File: src/rtl/stoper_ctrl.sv
// Purpose : stopwatch control FSM (IDLE/RUN/LAP/STOP) plus prescaled BCD MM:SS.cc timebase.
// Latency : a button press is acted on at the first clk edge that samples it; outputs update on that edge.
// Backpres: none; button events are single-cycle pulses and are never queued or delayed.
//
// Ports:
//   clk     - system clock, all state on rising edge
//   rst_n   - asynchronous active-low reset
//   btn_ss  - debounced start/stop level (1 = pressed)
//   btn_lr  - debounced lap/reset level (1 = pressed)
//   run     - 1 while counting (RUN or LAP)
//   lap     - 1 while the display is frozen on the lap value
//   cs/sec/min - BCD display time (lap-latched in LAP, live otherwise)
//   ovf     - sticky overflow, set when counting past 99:59.99
module stoper_ctrl #(
    parameter int CLK_DIV = 500000
) (
    input  logic       clk,
    input  logic       rst_n,
    input  logic       btn_ss,
    input  logic       btn_lr,
    output logic       run,
    output logic       lap,
    output logic [7:0] cs,
    output logic [7:0] sec,
    output logic [7:0] min,
    output logic       ovf
);

    localparam int PW = (CLK_DIV > 2) ? $clog2(CLK_DIV) : 1;
    localparam logic [PW-1:0] PRESC_LAST = PW'(CLK_DIV - 1);

    typedef enum logic [1:0] {
        S_IDLE = 2'd0,
        S_RUN  = 2'd1,
        S_LAP  = 2'd2,
        S_STOP = 2'd3
    } state_t;

    state_t          state;
    state_t          state_nxt;

    logic            ss_q;
    logic            lr_q;
    logic            ss_ev;
    logic            lr_ev;

    logic [PW-1:0]   presc;
    logic            counting;
    logic            tick;

    logic [7:0]      live_cs;
    logic [7:0]      live_sec;
    logic [7:0]      live_min;
    logic [7:0]      lap_cs;
    logic [7:0]      lap_sec;
    logic [7:0]      lap_min;

    logic [8:0]      cs_inc;
    logic [8:0]      sec_inc;
    logic [8:0]      min_inc;
    logic            at_max;
    logic            ovf_hit;
    logic            do_clear;
    logic            do_latch;

    // Two-digit BCD increment. Bit 8 is the carry out; the result wraps to
    // 00 when the value is at its top (x9 with tens == tens_max).
    function automatic logic [8:0] bcd_inc(input logic [7:0] v, input logic [3:0] tens_max);
        logic [8:0] r;
        if (v[3:0] != 4'd9) begin
            r = {1'b0, v[7:4], v[3:0] + 4'd1};
        end else if (v[7:4] != tens_max) begin
            r = {1'b0, v[7:4] + 4'd1, 4'd0};
        end else begin
            r = 9'h100;
        end
        return r;
    endfunction

    // ------------------------------------------------------------------
    // Button edge detect. The history flops reset to 1 so a button that is
    // held through reset looks "already pressed" and yields no event.
    // ------------------------------------------------------------------
    always_ff @(posedge clk or negedge rst_n) begin
        if (!rst_n) begin
            ss_q <= 1'b1;
            lr_q <= 1'b1;
        end else begin
            ss_q <= btn_ss;
            lr_q <= btn_lr;
        end
    end

    assign ss_ev = btn_ss & ~ss_q;
    // Start/stop wins a same-cycle collision; the lap/reset event is dropped.
    assign lr_ev = btn_lr & ~lr_q & ~ss_ev;

    // ------------------------------------------------------------------
    // Timebase
    // ------------------------------------------------------------------
    assign counting = (state == S_RUN) || (state == S_LAP);
    assign tick     = counting && (presc == PRESC_LAST);

    assign cs_inc  = bcd_inc(live_cs,  4'd9);
    assign sec_inc = bcd_inc(live_sec, 4'd5);
    assign min_inc = bcd_inc(live_min, 4'd9);

    // 99:59.99 is exactly the point where every digit pair carries out.
    assign at_max  = cs_inc[8] & sec_inc[8] & min_inc[8];
    assign ovf_hit = tick & at_max;

    assign do_clear = (state == S_STOP) && lr_ev;
    assign do_latch = (state == S_RUN) && (state_nxt == S_LAP);

    // ------------------------------------------------------------------
    // FSM: state register
    // ------------------------------------------------------------------
    always_ff @(posedge clk or negedge rst_n) begin
        if (!rst_n) begin
            state <= S_IDLE;
        end else begin
            state <= state_nxt;
        end
    end

    // ------------------------------------------------------------------
    // FSM: next state
    // ------------------------------------------------------------------
    always_comb begin
        state_nxt = state;
        unique case (state)
            S_IDLE: begin
                if (ss_ev) state_nxt = S_RUN;
            end
            S_RUN: begin
                if (ss_ev)      state_nxt = S_STOP;
                else if (lr_ev) state_nxt = S_LAP;
            end
            S_LAP: begin
                if (ss_ev)      state_nxt = S_STOP;
                else if (lr_ev) state_nxt = S_RUN;
            end
            S_STOP: begin
                // An overflowed run cannot be resumed, only cleared.
                if (ss_ev && !ovf) state_nxt = S_RUN;
                else if (lr_ev)    state_nxt = S_IDLE;
            end
            default: state_nxt = S_IDLE;
        endcase
        // Overflow overrides any button event in the same cycle.
        if (ovf_hit) state_nxt = S_STOP;
    end

    // ------------------------------------------------------------------
    // FSM: outputs (decoded from registered state and registered time)
    // ------------------------------------------------------------------
    always_comb begin
        run = counting;
        lap = (state == S_LAP);
        if (state == S_LAP) begin
            cs  = lap_cs;
            sec = lap_sec;
            min = lap_min;
        end else begin
            cs  = live_cs;
            sec = live_sec;
            min = live_min;
        end
    end

    // ------------------------------------------------------------------
    // Prescaler, live time, lap latch and overflow flag
    // ------------------------------------------------------------------
    always_ff @(posedge clk or negedge rst_n) begin
        if (!rst_n) begin
            presc    <= '0;
            live_cs  <= 8'h00;
            live_sec <= 8'h00;
            live_min <= 8'h00;
            lap_cs   <= 8'h00;
            lap_sec  <= 8'h00;
            lap_min  <= 8'h00;
            ovf      <= 1'b0;
        end else begin
            // Prescaler only moves while counting; in STOP it keeps its
            // phase so a resume continues the partially elapsed tick.
            if (do_clear || state == S_IDLE) begin
                presc <= '0;
            end else if (counting) begin
                presc <= tick ? '0 : presc + PW'(1);
            end

            if (do_clear) begin
                live_cs  <= 8'h00;
                live_sec <= 8'h00;
                live_min <= 8'h00;
            end else if (tick && !ovf_hit) begin
                live_cs <= cs_inc[7:0];
                if (cs_inc[8]) begin
                    live_sec <= sec_inc[7:0];
                    if (sec_inc[8]) begin
                        live_min <= min_inc[7:0];
                    end
                end
            end

            // The latch captures the time shown up to this edge.
            if (do_latch) begin
                lap_cs  <= live_cs;
                lap_sec <= live_sec;
                lap_min <= live_min;
            end

            if (do_clear) begin
                ovf <= 1'b0;
            end else if (ovf_hit) begin
                ovf <= 1'b1;
            end
        end
    end

endmodule

File: config.mk
export PLATFORM = sky130hd
export DESIGN_NAME = stoper_ctrl
export DESIGN_NICKNAME = d
export VERILOG_FILES = /design/src/rtl/stoper_ctrl.sv
export SDC_FILE = /design/constraint.sdc
export NUM_CORES = 1
export LEC_CHECK = 0
export BUFFER_PORTS_ARGS = -buffer_cell sky130_fd_sc_hd__clkbuf_2
export CAP_MARGIN = 0
export CORE_UTILIZATION = 35
export CTS_BUF_LIST = sky130_fd_sc_hd__clkbuf_4 sky130_fd_sc_hd__clkbuf_8
export CTS_CLUSTER_DIAMETER = 60
export DETAILED_ROUTE_END_ITERATION = 10
export GPL_TIMING_DRIVEN = 0
export SLEW_MARGIN = 20
export SYNTH_ARGS = -nofsm -noshare
export SYNTH_HDL_FRONTEND = slang
export SYNTH_SLANG_ARGS = --single-unit
File: constraint.sdc
create_clock -name clk -period 2.35 [get_ports clk]
set_clock_uncertainty 0.05 [all_clocks]
set_input_delay 0.47 -clock clk [delete_from_list [all_inputs] [get_ports clk]]
set_output_delay 0.47 -clock clk [all_outputs]
set_load 0.05 [all_outputs]
==> results of run 1 <==
==> how the worst max path moves through the flow <==
stage | cells past startpoint | slack, ns | from | to
final | 9 | -0.17 | state[1] | lap_min[6]
after detailed placement | 8 | -0.30 | state[0] | live_sec[2]
after CTS | 8 | -0.12 | state[1] | live_sec[2]
after global placement | 8 | -0.27 | state[0] | live_sec[2]
after global routing | 8 | -0.25 | live_min[4] | lap_min[6]
after floorplan | 8 | -0.15 | state[0] | live_sec[2]
==> layer usage <==
metal,global-route usage (%),routed length [um],up-vias
met5,0,0,-
met1,22.67,4931,1701
met4,5.511,119,0
met3,3.348,330,10
met2,27.91,5231,56
li1,-,-,1614
==> flip-flops by register name, summed over array words and instances, names as in the netlist <==
signal,flops
ss_q,1
lap_cs,8
live_sec,8
lap_sec,8
live_min,8
live_cs,8
lr_q,1
lap_min,8
ovf,1
state,2
presc,19
==> cell families after synthesis <==
kind of cell / after synthesis / share of synthesized area (%)
buffers and inverters: 38 / 4.341
adder cells (fa/ha/maj): 17 / 5.161
multiplexers: 51 / 13.72
AND/OR/NAND/NOR: 152 / 20.95
AO/OA/AOI/OAI: 62 / 9.078
XOR/XNOR: 14 / 2.975
flip-flops: 72 / 43.78
==> metrics by stage <==
step | setup slack [ns] | hold WS [ns] | TNS, ns | utilization (%)
after floorplan | -0.1472 | 0.1244 | -2.813 | -
after global routing | -0.2477 | 0.01726 | -7.545 | 48.87
final | -0.1695 | 0.005395 | -4.420 | 48.87
after global placement | -0.2745 | 0.4121 | -13.10 | 39.20
after detailed placement | -0.2997 | 0.3931 | -13.98 | 39.47
after CTS | -0.1208 | 0.01121 | -2.357 | 44.27
==> power by group <==
part | switching (mW) | internal, mW | leakage (nW) | total, mW
Sequential | 0.397 | 1.69 | 0.881 | 2.09
Clock | 0.504 | 0.597 | 0.101 | 1.10
Combinational | 2.59 | 2.15 | 1.35 | 4.75
Total | 3.50 | 4.44 | 2.33 | 7.94
==> what timing repair did <==
action | 4_1_cts | 5_1_grt
setup endpoints to repair | 82 | 81
setup buffers | 20 | 19
cloned | 3 | 2
resized for setup | 57 | 120
pin swaps | 17 | 6
==> placed cells by master (no fill, tap or decap), drive strengths merged, types with 3 or more instances in the layout <==
cell,n
buf,72
dfrtp,70
mux2,44
nor2,37
clkbuf,29
nand2,25
a21oi,22
o21ai,19
ha,17
inv,17
xnor2,12
nand2b,10
nand3,10
nand4,10
or3,10
mux2i,7
nor3,7
or4,7
and3b,6
nand3b,5
nor3b,5
nor4,5
and3,4
a311oi,4
o211ai,3
o31ai,3
clkinvlp,3
==> layout make-up <==
| type | count | area [um2] |
|---|---|---|
| fill | 1012 | 5863 |
| multi-input combinational | 296 | 2412 |
| sequential | 72 | 1812 |
| timing repair buffer | 73 | 740.7 |
| tap | 143 | 178.9 |
| buffer | 19 | 176.4 |
| clock buffer | 9 | 123.9 |
| clock inverter | 7 | 96.34 |
| inverter | 17 | 63.81 |
==> results by group, run 1 <==
Clock tree
  – Root Driver: clkbuf_8
  – Reg clk slew, reported paths: 0.08 ns
  – Worst-Skew Late Latency: 0.35 ns
  – Htree depth: 3
  – Clk sinks: 72
  – CTS tree: built
  – Total CTS buffers: 9
  – Hold buffers post-CTS: 0
  – Max clock buf depth: 2

GRT
  – Largest net degree at the start of global routing: 49
  – Antenna violations before repair: 0
  – GRT overflow: 0
  – Vias in the first global route: 3327
  – First-pass GRT wire length: 16740 um
  – All-Layer GR Usage: 17.07%

Timing
  – RSZ-0062 raised after global routing: true
  – Final setup margin: -0.1695 ns
  – Crit path time final: 2.519 ns
  – Slew @ Worst Pin: 0.7217 ns
  – Slew Viols, Final: 0
  – Final Cycle Share: 107.2%
  – Maximum clock rate: 396.9 MHz
  – Max_slew headroom: 51.88%
  – Final setup fails: 41
  – Final hold violation count: 0

Critical path
  – Worst path bufs/invs: 3
  – Max FO, Critical Path: 5
  – Critical Path RT: 2.54 ns
  – Critical R2R Launch: state[1]
  – CP max stage delay: 0.54 ns
  – Slowest stage cell, crit path: or4_4
  – Reg2reg path depth: 9
  – Reg2reg end: lap_min[6]
  – Setup crit start kind: flip-flop
  – WS Path Type: reg -> reg
  – CP delay by family, top: simple AND/OR/NAND/NOR gates
  – Critical Path, Cell by Cell: inv_2, ha_4, and3_4, nand2_2, or4_4, nor3b_4, buf_6, buf_8, mux2_4
  – Register-to-Register Setup Slack: -0.17 ns
  – Critical path arrival: 2.71 ns
  – Type of element capturing the critical path: flip-flop

Routing
  – DR vias: 3381
  – Number of remaining DRC errors: 0
  – Routed wire length per instance: 16.69 um
  – Total Wirelength: 10610 um
  – Drt initial violations: 227
  – Routed vias/inst: 5.316
  – Detailed Routing Iterations Pass 1: 4
  – Post-DRT Antenna Nets: 0

Synth
  – Seq/Total Area, Yosys: 43.78%
  – Synth area leaders: dfrtp_1, mux2_2, ha_1
  – Mean Syn Cell Area: 10.15 um2
  – Async SR Flop Fraction: 100.0%
  – Ys flop type: dfrtp_1
  – Most frequent cell after synthesis: dfrtp_1
  – Post-Syn Instances: 406
  – Synthesized cell area: 4121 um2
  – Post-synth EDFFs: 0
  – Area leader, netlist: dfrtp_1
  – Post-synth top cells: dfrtp_1, mux2_2, nor2_1
  – Ys Warns: 0
  – Synth top area share: 42.50%
  – Syn_nets: 427
  – Distinct cells, synth: 54
  – Yosys reg bits: 72

Cells and area
  – P&R area growth vs syn: 35.97%
  – Nets@finish: 509
  – Fin cells: 636
  – Layout cells sized above 1: 40.37%
  – Cell area after layout: 5604 um2
  – Diodes inserted: 0

Pwr
  – Tot Pwr: 7.938 mW
  – Pleak: 2.335 nW
  – VDD IR max: 0.8720 mV
  – PD cells: 1417 nW/um2

Placed design
  – Placed cell areas: 4526 um2
  – IO buf count: 30
  – DP Cell Count: 580
  – Global placer's final weighted congestion: 0.7850
  – Detailed Place HPWL: 6369 um

Floorplan
  – Top-Level Pins: 31
  – Die Area: 12210 um2
  – Core box area: 11470 um2
  – Die width: 110.5 um
  – DIE HEIGHT: 110.5 um
  – Rows: 39
  – Initial Util: 35.94%

Run
  – Max_cap viols: 0

Run status
  – Outcome: finished, violations left
  – Violated checks: negative setup slack

Worst hold path
  – Min-Delay Path Class: in -> async
(Power assumes the default switching activity.)
==> run 2: changes to the inputs <==
--- a/config.mk
+++ b/config.mk
@@ -7,11 +7,12 @@
 export LEC_CHECK = 0
 export BUFFER_PORTS_ARGS = -buffer_cell sky130_fd_sc_hd__clkbuf_2
 export CAP_MARGIN = 0
-export CORE_UTILIZATION = 35
+export CORE_UTILIZATION = 56
 export CTS_BUF_LIST = sky130_fd_sc_hd__clkbuf_4 sky130_fd_sc_hd__clkbuf_8
 export CTS_CLUSTER_DIAMETER = 60
 export DETAILED_ROUTE_END_ITERATION = 10
 export GPL_TIMING_DRIVEN = 0
+export PLACE_DENSITY = 0.78
 export SLEW_MARGIN = 20
 export SYNTH_ARGS = -nofsm -noshare
 export SYNTH_HDL_FRONTEND = slang
==> run 2 against run 1 <==
  * The run still ends with negative setup slack left
  * Non-clock buffer count shrank 6
  * Sequential share of layout area grew 1.9 points
  * Critical path depth down 1
  * Power shrank 5.3%
  * Cell count shrank 8.3%
  * Design area decreased by 5.6%
  * Maximum frequency up 1.8%
  * Setup slack better by 0.045 ns
  * Clock-buffer cell count up 2
  * Critical path type unchanged
  * Largest cell class unchanged
  * Highest routed layer unchanged
==> results by group, run 2 (synthesis gave the netlist of run 1 again) <==
Clock tree
  – CTS tree: built
  – Worst-Skew Late Latency: 0.36 ns (about the same)
  – Total CTS buffers: 9 (unchanged)
  – Hold buffers post-CTS: 0 (unchanged)
  – Clk sinks: 72 (unchanged)
  – Htree depth: 3 (unchanged)
  – Max clock buf depth: 2 (unchanged)
  – Reg clk slew, reported paths: 0.08 ns (about the same)
  – Root Driver: clkbuf_8

Cells and area
  – Area of the multi-input gates: 2340 um2 (-3.0%)
  – Layout cells sized above 1: 38.60% (-1.8 points)
  – Nets@finish: 503 (-1.2%)
  – Fill cells: 457 (-55%)
  – Seq. cell area: 1812 um2 (unchanged)
  – Reg with most FFs: presc
  – Max reg flops: 19 (unchanged)
  – Final cell utilization of the core: 76.16% (+27 points)
  – Most frequent cells in the layout: dfrtp_1, mux2_2, nor2_1, buf_4, nand2_1
  – Diodes inserted: 0 (unchanged)
  – Most frequent standard cell in the layout excluding fill and tap cells: dfrtp_1
  – P&R area growth vs syn: 28.32%

Critical path
  – Slowest stage cell, crit path: or4_4
  – Type of element capturing the critical path: flip-flop
  – Critical Path, Cell by Cell: inv_2, ha_4, and3_4, nand4_4, or4_4, buf_4, or3_1, a21oi_1
  – Setup crit start kind: flip-flop
  – Setup crit start: state[1]
  – Register-to-Register Setup Slack: -0.12 ns (+0.04 ns)
  – Critical path arrival: 2.70 ns (about the same)
  – Reg2reg path depth: 8 (-1)
  – Max FO, Critical Path: 7 (+2)
  – Critical R2R Launch: state[1]
  – WS Path Type: reg -> reg
  – CP max stage delay: 0.59 ns (+0.05 ns)
  – Reg2reg end: live_min[5]
  – Critical Path RT: 2.57 ns (+0.03 ns)

Routing
  – Drt initial violations: 234 (+3.1%)
  – Detailed Routing Iterations Pass 1: 5 (+1)
  – Total Wirelength: 10430 um (-1.7%)
  – Routed vias/inst: 5.964 (+12%)
  – DR vias: 3477 (+2.8%)
  – Post-DRT Antenna Nets: 0 (unchanged)
  – Routed wire length per instance: 17.89 um (+7.2%)
  – Number of remaining DRC errors: 0 (unchanged)

Run
  – Max_cap viols: 0 (unchanged)

GRT
  – Vias in the first global route: 3266 (-1.8%)
  – M1 GR Usage: 34.81% (+12 points)
  – Antenna violations before repair: 0 (unchanged)
  – M3 GR Usage: 3.770% (+0.42 points)
  – Busiest layer in global routing: met2
  – GRT overflow: 0 (unchanged)
  – Met2 Use GR: 44.33% (+16 points)
  – First-pass GRT wire length: 15570 um (-7.0%)
  – All-Layer GR Usage: 26.68% (+9.6 points)
  – Largest net degree at the start of global routing: 38 (-22%)

Placed design
  – Global placer's final weighted congestion: 0.8088 (+3.0%)
  – IO buf count: 30 (unchanged)
  – Detailed Place HPWL: 6171 um (-3.1%)

Timing
  – RSZ-0062 raised after global routing: true
  – Crit path time final: 2.475 ns (-0.04481 ns)
  – Slew @ Worst Pin: 0.6516 ns (-0.07016 ns)
  – Final Cycle Share: 105.3% (-1.9 points)
  – Slew Viols, Final: 0 (unchanged)
  – Max_slew headroom: 56.56% (+4.7 points)
  – Final setup fails: 33 (-20%)
  – Maximum clock rate: 404.1 MHz (+1.8%)
  – Final setup margin: -0.1247 ns (+0.04481 ns)
  – Final hold violation count: 0 (unchanged)
  – Hold_ws: 0.04763 ns (+0.04223 ns)

Run status
  – Violated checks: negative setup slack
  – Outcome: finished, violations left

Pwr
  – Tot Pwr: 7.521 mW (-5.3%)
  – VDD IR max: 0.9255 mV (+6.1%)
  – PD cells: 1422 nW/um2 (+0.40%)
  – Pleak: 2.238 nW (-4.1%)

Floorplan
  – Rows: 30 (-23%)
  – Die Area: 7707 um2 (-37%)
  – Initial Util: 59.35% (+23 points)
  – Top-Level Pins: 31 (unchanged)
  – Core box area: 6944 um2 (-39%)
  – Die width: 87.79 um (-21%)
  – DIE HEIGHT: 87.79 um (-21%)

Worst hold path
  – Min-Delay Path Class: in -> async
[run 2: cell types whose count changed in the layout (fill, tap and decap cells not counted), sizes merged]
cell / change
buf: -3
clkbuf: -1
clkinv: +1
clkinvlp: -3
[run 2: through the flow]
step	cell area, um2	setup WS (ns)	instances	setup TNS [ns]
floorplan	4167	-0.1472	406	-2.813
global placement	4437	-0.2657	532	-10.84
detailed placement	4459	-0.2994	533	-13.74
CTS	4981	-0.1167	572	-1.975
global route	5289	-0.1975	583	-4.405
finish	5289	-0.1247	583	-2.436
[run 2: layer usage]
| layer | vias up | routed length, um | share of wire, % |
|---|---|---|---|
| li1 | 1601 | - | - |
| met4 | 0 | 299 | 2.9 |
| met3 | 25 | 499 | 4.8 |
| met5 | - | 0 | 0 |
| met1 | 1732 | 4393 | 42 |
| met2 | 119 | 5240 | 50 |
[run 2: worst max path at each step]
stage | to | slack (ns) | cells after the start
after floorplan | live_sec[2] | -0.15 | 8
after global placement | live_sec[2] | -0.27 | 8
after detailed placement | live_sec[5] | -0.30 | 7
after CTS | live_min[6] | -0.12 | 7
after global routing | live_min[5] | -0.20 | 8
final | live_min[5] | -0.12 | 8
[run 2: final cells by class]
class | count | share of cell area [%]
Multi-Input combinational cell | 296 | 44.24
Sequential cell | 72 | 34.26
Timing Repair Buffer | 68 | 10.67
Buffer | 18 | 3.004
Clock buffer | 11 | 2.863
Tap cell | 96 | 2.271
Clock inverter | 5 | 1.490
Inverter | 17 | 1.207
[run 2: power breakdown]
part / leakage [nW] / internal, mW / switching [mW]
clock network: 0.119 / 0.654 / 0.477
registers: 0.881 / 1.70 / 0.398
logic: 1.24 / 1.77 / 2.52
total: 2.24 / 4.12 / 3.40
[run 2: what timing repair did]
item / CTS / global route
endpoints found under the setup margin: 80 / 80
gates resized for setup: 44 / 84
endpoints found under the hold margin: 0 / 0
cloned: 3 / 1
buffers inserted: 21 / 12
pin swaps: 7 / 12
[run 2: critical path: cells and delay by family, from the launching register on]
family	cells	cell delay, ns
fa+ha+maj	1	0.28
simple gates	4	1.28
flops	1	0.41
buf+inv	2	0.24
compound gates	1	0.14
==> run 3: changes to the inputs <==
--- a/config.mk
+++ b/config.mk
@@ -13,6 +13,7 @@
 export DETAILED_ROUTE_END_ITERATION = 10
 export GPL_TIMING_DRIVEN = 0
 export PLACE_DENSITY = 0.78
+export SKIP_LAST_GASP = 1
 export SLEW_MARGIN = 20
 export SYNTH_ARGS = -nofsm -noshare
 export SYNTH_HDL_FRONTEND = slang
==> run 3 against run 2 <==
  * Power is 3.2% lower
  * Critical endpoint is now lap_min[5]
  * Core utilization down 1.8 points
  * Hold slack better by 0.0025 ns
  * First-iteration DRC count down 7.3%
  * Routed wire length down 2.0%
  * Clock power is essentially flat
  * Setup slack got worse by 0.023 ns
  * Via count decreased by 1.3%
  * Cell count fell by 1.2%
  * The run still ends with negative setup slack left
==> results by group, run 3 (synthesis gave the netlist of run 1 again) <==
Run status
  – Outcome: finished, violations left
  – Violated checks: negative setup slack

Cells and area
  – Nets@finish: 496 (-1.4%)
  – P&R area growth vs syn: 25.35%
  – Max reg flops: 19 (unchanged)
  – Reg with most FFs: presc
  – Cell area after layout: 5166 um2 (-2.3%)
  – Layout cells sized above 1: 36.88% (-1.7 points)
  – Most frequent cells in the layout: dfrtp_1, mux2_2, nor2_1
  – Most frequent standard cell in the layout excluding fill and tap cells: dfrtp_1
  – Fin cells: 576 (-1.2%)
  – Diodes inserted: 0 (unchanged)

Critical path
  – Setup crit start kind: flip-flop
  – Slowest stage cell, crit path: or4_4
  – CP max stage delay: 0.52 ns (-0.07 ns)
  – WS Path Type: reg -> reg
  – Type of element capturing the critical path: flip-flop
  – Critical path arrival: 2.68 ns (-0.02 ns)
  – Max FO, Critical Path: 6 (-1)
  – Critical Path RT: 2.53 ns (-0.04 ns)
  – Critical Path, Cell by Cell: inv_1, ha_1, and3b_1, buf_4, nand2_2, or4_4, nor3b_4, buf_6, mux2_4

GRT
  – Antenna violations before repair: 0 (unchanged)
  – GRT overflow: 0 (unchanged)
  – Largest net degree at the start of global routing: 38 (unchanged)
  – M1 GR Usage: 34.81% (unchanged)
  – Vias in the first global route: 3266 (unchanged)
  – Met2 Use GR: 44.33% (unchanged)
  – First-pass GRT wire length: 15570 um (unchanged)
  – All-Layer GR Usage: 26.68% (unchanged)
  – M3 GR Usage: 3.770% (unchanged)
  – Busiest layer in global routing: met2

Pwr
  – Seq pwr share: 28.7% (+0.9 points)
  – Power share of the combinational group: 55.9% (-1.2 points)
  – Switching power share of the total: 45.51% (+0.34 points)
  – Pint: 3.968 mW (-3.8%)
  – PD cells: 1410 nW/um2 (-0.88%)
  – Power share of the clock group: 15.5% (+0.5 points)
  – Sw Pwr: 3.314 mW (-2.5%)
  – Pleak: 2.177 nW (-2.7%)
  – VDD IR max: 0.9424 mV (+1.8%)

Timing
  – Final hold violation count: 0 (unchanged)
  – Slew Viols, Final: 0 (unchanged)
  – Final setup fails: 32 (-3.0%)
  – Crit path time final: 2.497 ns (+0.02257 ns)
  – Final setup margin: -0.1472 ns (-0.02257 ns)
  – Final Cycle Share: 106.3% (+0.96 points)
  – Max_slew headroom: 52.11% (-4.5 points)
  – Maximum clock rate: 400.4 MHz (-0.90%)
  – RSZ-0062 raised after global routing: true
  – Slew @ Worst Pin: 0.7166 ns (+0.06504 ns)

Placed design
  – Detailed Place HPWL: 6171 um (unchanged)
  – Placed cell areas: 4459 um2 (unchanged)
  – Place WS: -0.2994 ns (unchanged)
  – DP Cell Count: 533 (unchanged)
  – Global placer's final weighted congestion: 0.8088 (unchanged)
  – IO buf count: 30 (unchanged)

Floorplan
  – Initial Util: 59.35% (unchanged)
  – DIE HEIGHT: 87.79 um (unchanged)
  – Top-Level Pins: 31 (unchanged)
  – Die width: 87.79 um (unchanged)
  – Die Area: 7707 um2 (unchanged)
  – Core box area: 6944 um2 (unchanged)
  – Rows: 30 (unchanged)

Routing
  – DR vias: 3432 (-1.3%)
  – Routed vias/inst: 5.958 (about the same)
  – Detailed Routing Iterations Pass 1: 4 (-1)
  – Routed wire length per instance: 17.75 um (-0.79%)
  – Drt initial violations: 217 (-7.3%)
  – Post-DRT Antenna Nets: 0 (unchanged)
  – Total Wirelength: 10230 um (-2.0%)
  – Number of remaining DRC errors: 0 (unchanged)

Clock tree
  – Htree depth: 3 (unchanged)
  – Max clock buf depth: 2 (unchanged)
  – Hold buffers post-CTS: 0 (unchanged)
  – Total CTS buffers: 9 (unchanged)
  – Worst-Skew Late Latency: 0.35 ns (about the same)
  – CTS tree: built
  – Reg clk slew, reported paths: 0.08 ns (about the same)
  – Root Driver: clkbuf_8
  – Clk sinks: 72 (unchanged)

Worst hold path
  – Min-Delay Path Class: in -> async

Run
  – Max_cap viols: 0 (unchanged)
==> run 3: repair_timing <==
action                                 4_1_cts  5_1_grt
gates cloned                                 3        1
resized for setup                           43       66
endpoints found under the hold margin        0        0
pin swaps                                    7        8
setup endpoints to repair                   80       80
buffers inserted                            21        4
==> run 3: worst paths after layout <==
path / startpoint / end / slack [ns] / depth (start not counted)
min: rst_n / lap_min[0] / 0.05 / 1
max reg2reg: live_cs[1] / lap_min[5] / -0.15 / 9
min in group clk: btn_ss / ss_q / 0.17 / 1
max: live_cs[1] / lap_min[5] / -0.15 / 9
min reg2reg: lap_sec[3] / lap_sec[3] / 0.46 / 1
max in group asynchronous: rst_n / lr_q / 1.56 / 2
==> run 3: cell type report <==
class                      count  area (um2)
tap                           96       120.1
clock buffer                  11       151.4
clock inverter                 5       78.83
timing repair buffer          60       475.5
multi-input combinational    296        2306
fill                         470        1778
buffer                        19       158.9
inverter                      17       63.81
sequential                    72        1812
==> run 3: power by group through the flow <==
stage / logic (mW) / registers [mW] / clock network [mW]
finish: 4.07 / 2.09 / 1.13
global route: 4.33 / 2.16 / 1.20
CTS: 3.75 / 2.07 / 1.13
detailed placement: 3.33 / 2.15 / 0
global placement: 3.25 / 2.11 / 0
floorplan: 2.70 / 2.05 / 0
==> run 3: per-stage QoR <==
stage / utilization, % / power [mW] / hold WS [ns] / setup TNS, ns
finish: 74.40 / 7.282 / 0.05009 / -3.354
global placement: 63.89 / 5.367 / 0.4115 / -10.84
global route: 74.40 / 7.679 / 0.08250 / -6.633
CTS: 71.66 / 6.955 / 0.06481 / -1.975
detailed placement: 64.22 / 5.480 / 0.4280 / -13.74
floorplan: - / 4.743 / 0.1244 / -2.813
==> run 3: metal layers <==
metal	vias to the layer above	routed length [um]
met5	-	0
met4	0	232
met3	20	417
met2	85	5161
met1	1737	4413
li1	1590	-
==> run 3: worst max-delay path: cells and delay by family, from the launching register on <==
family | cells | cell delay, ns
DFF | 1 | 0.40
adders and majority gates | 1 | 0.17
buffers and inverters | 3 | 0.44
muxes | 1 | 0.29
and+or+nand+nor | 4 | 1.01
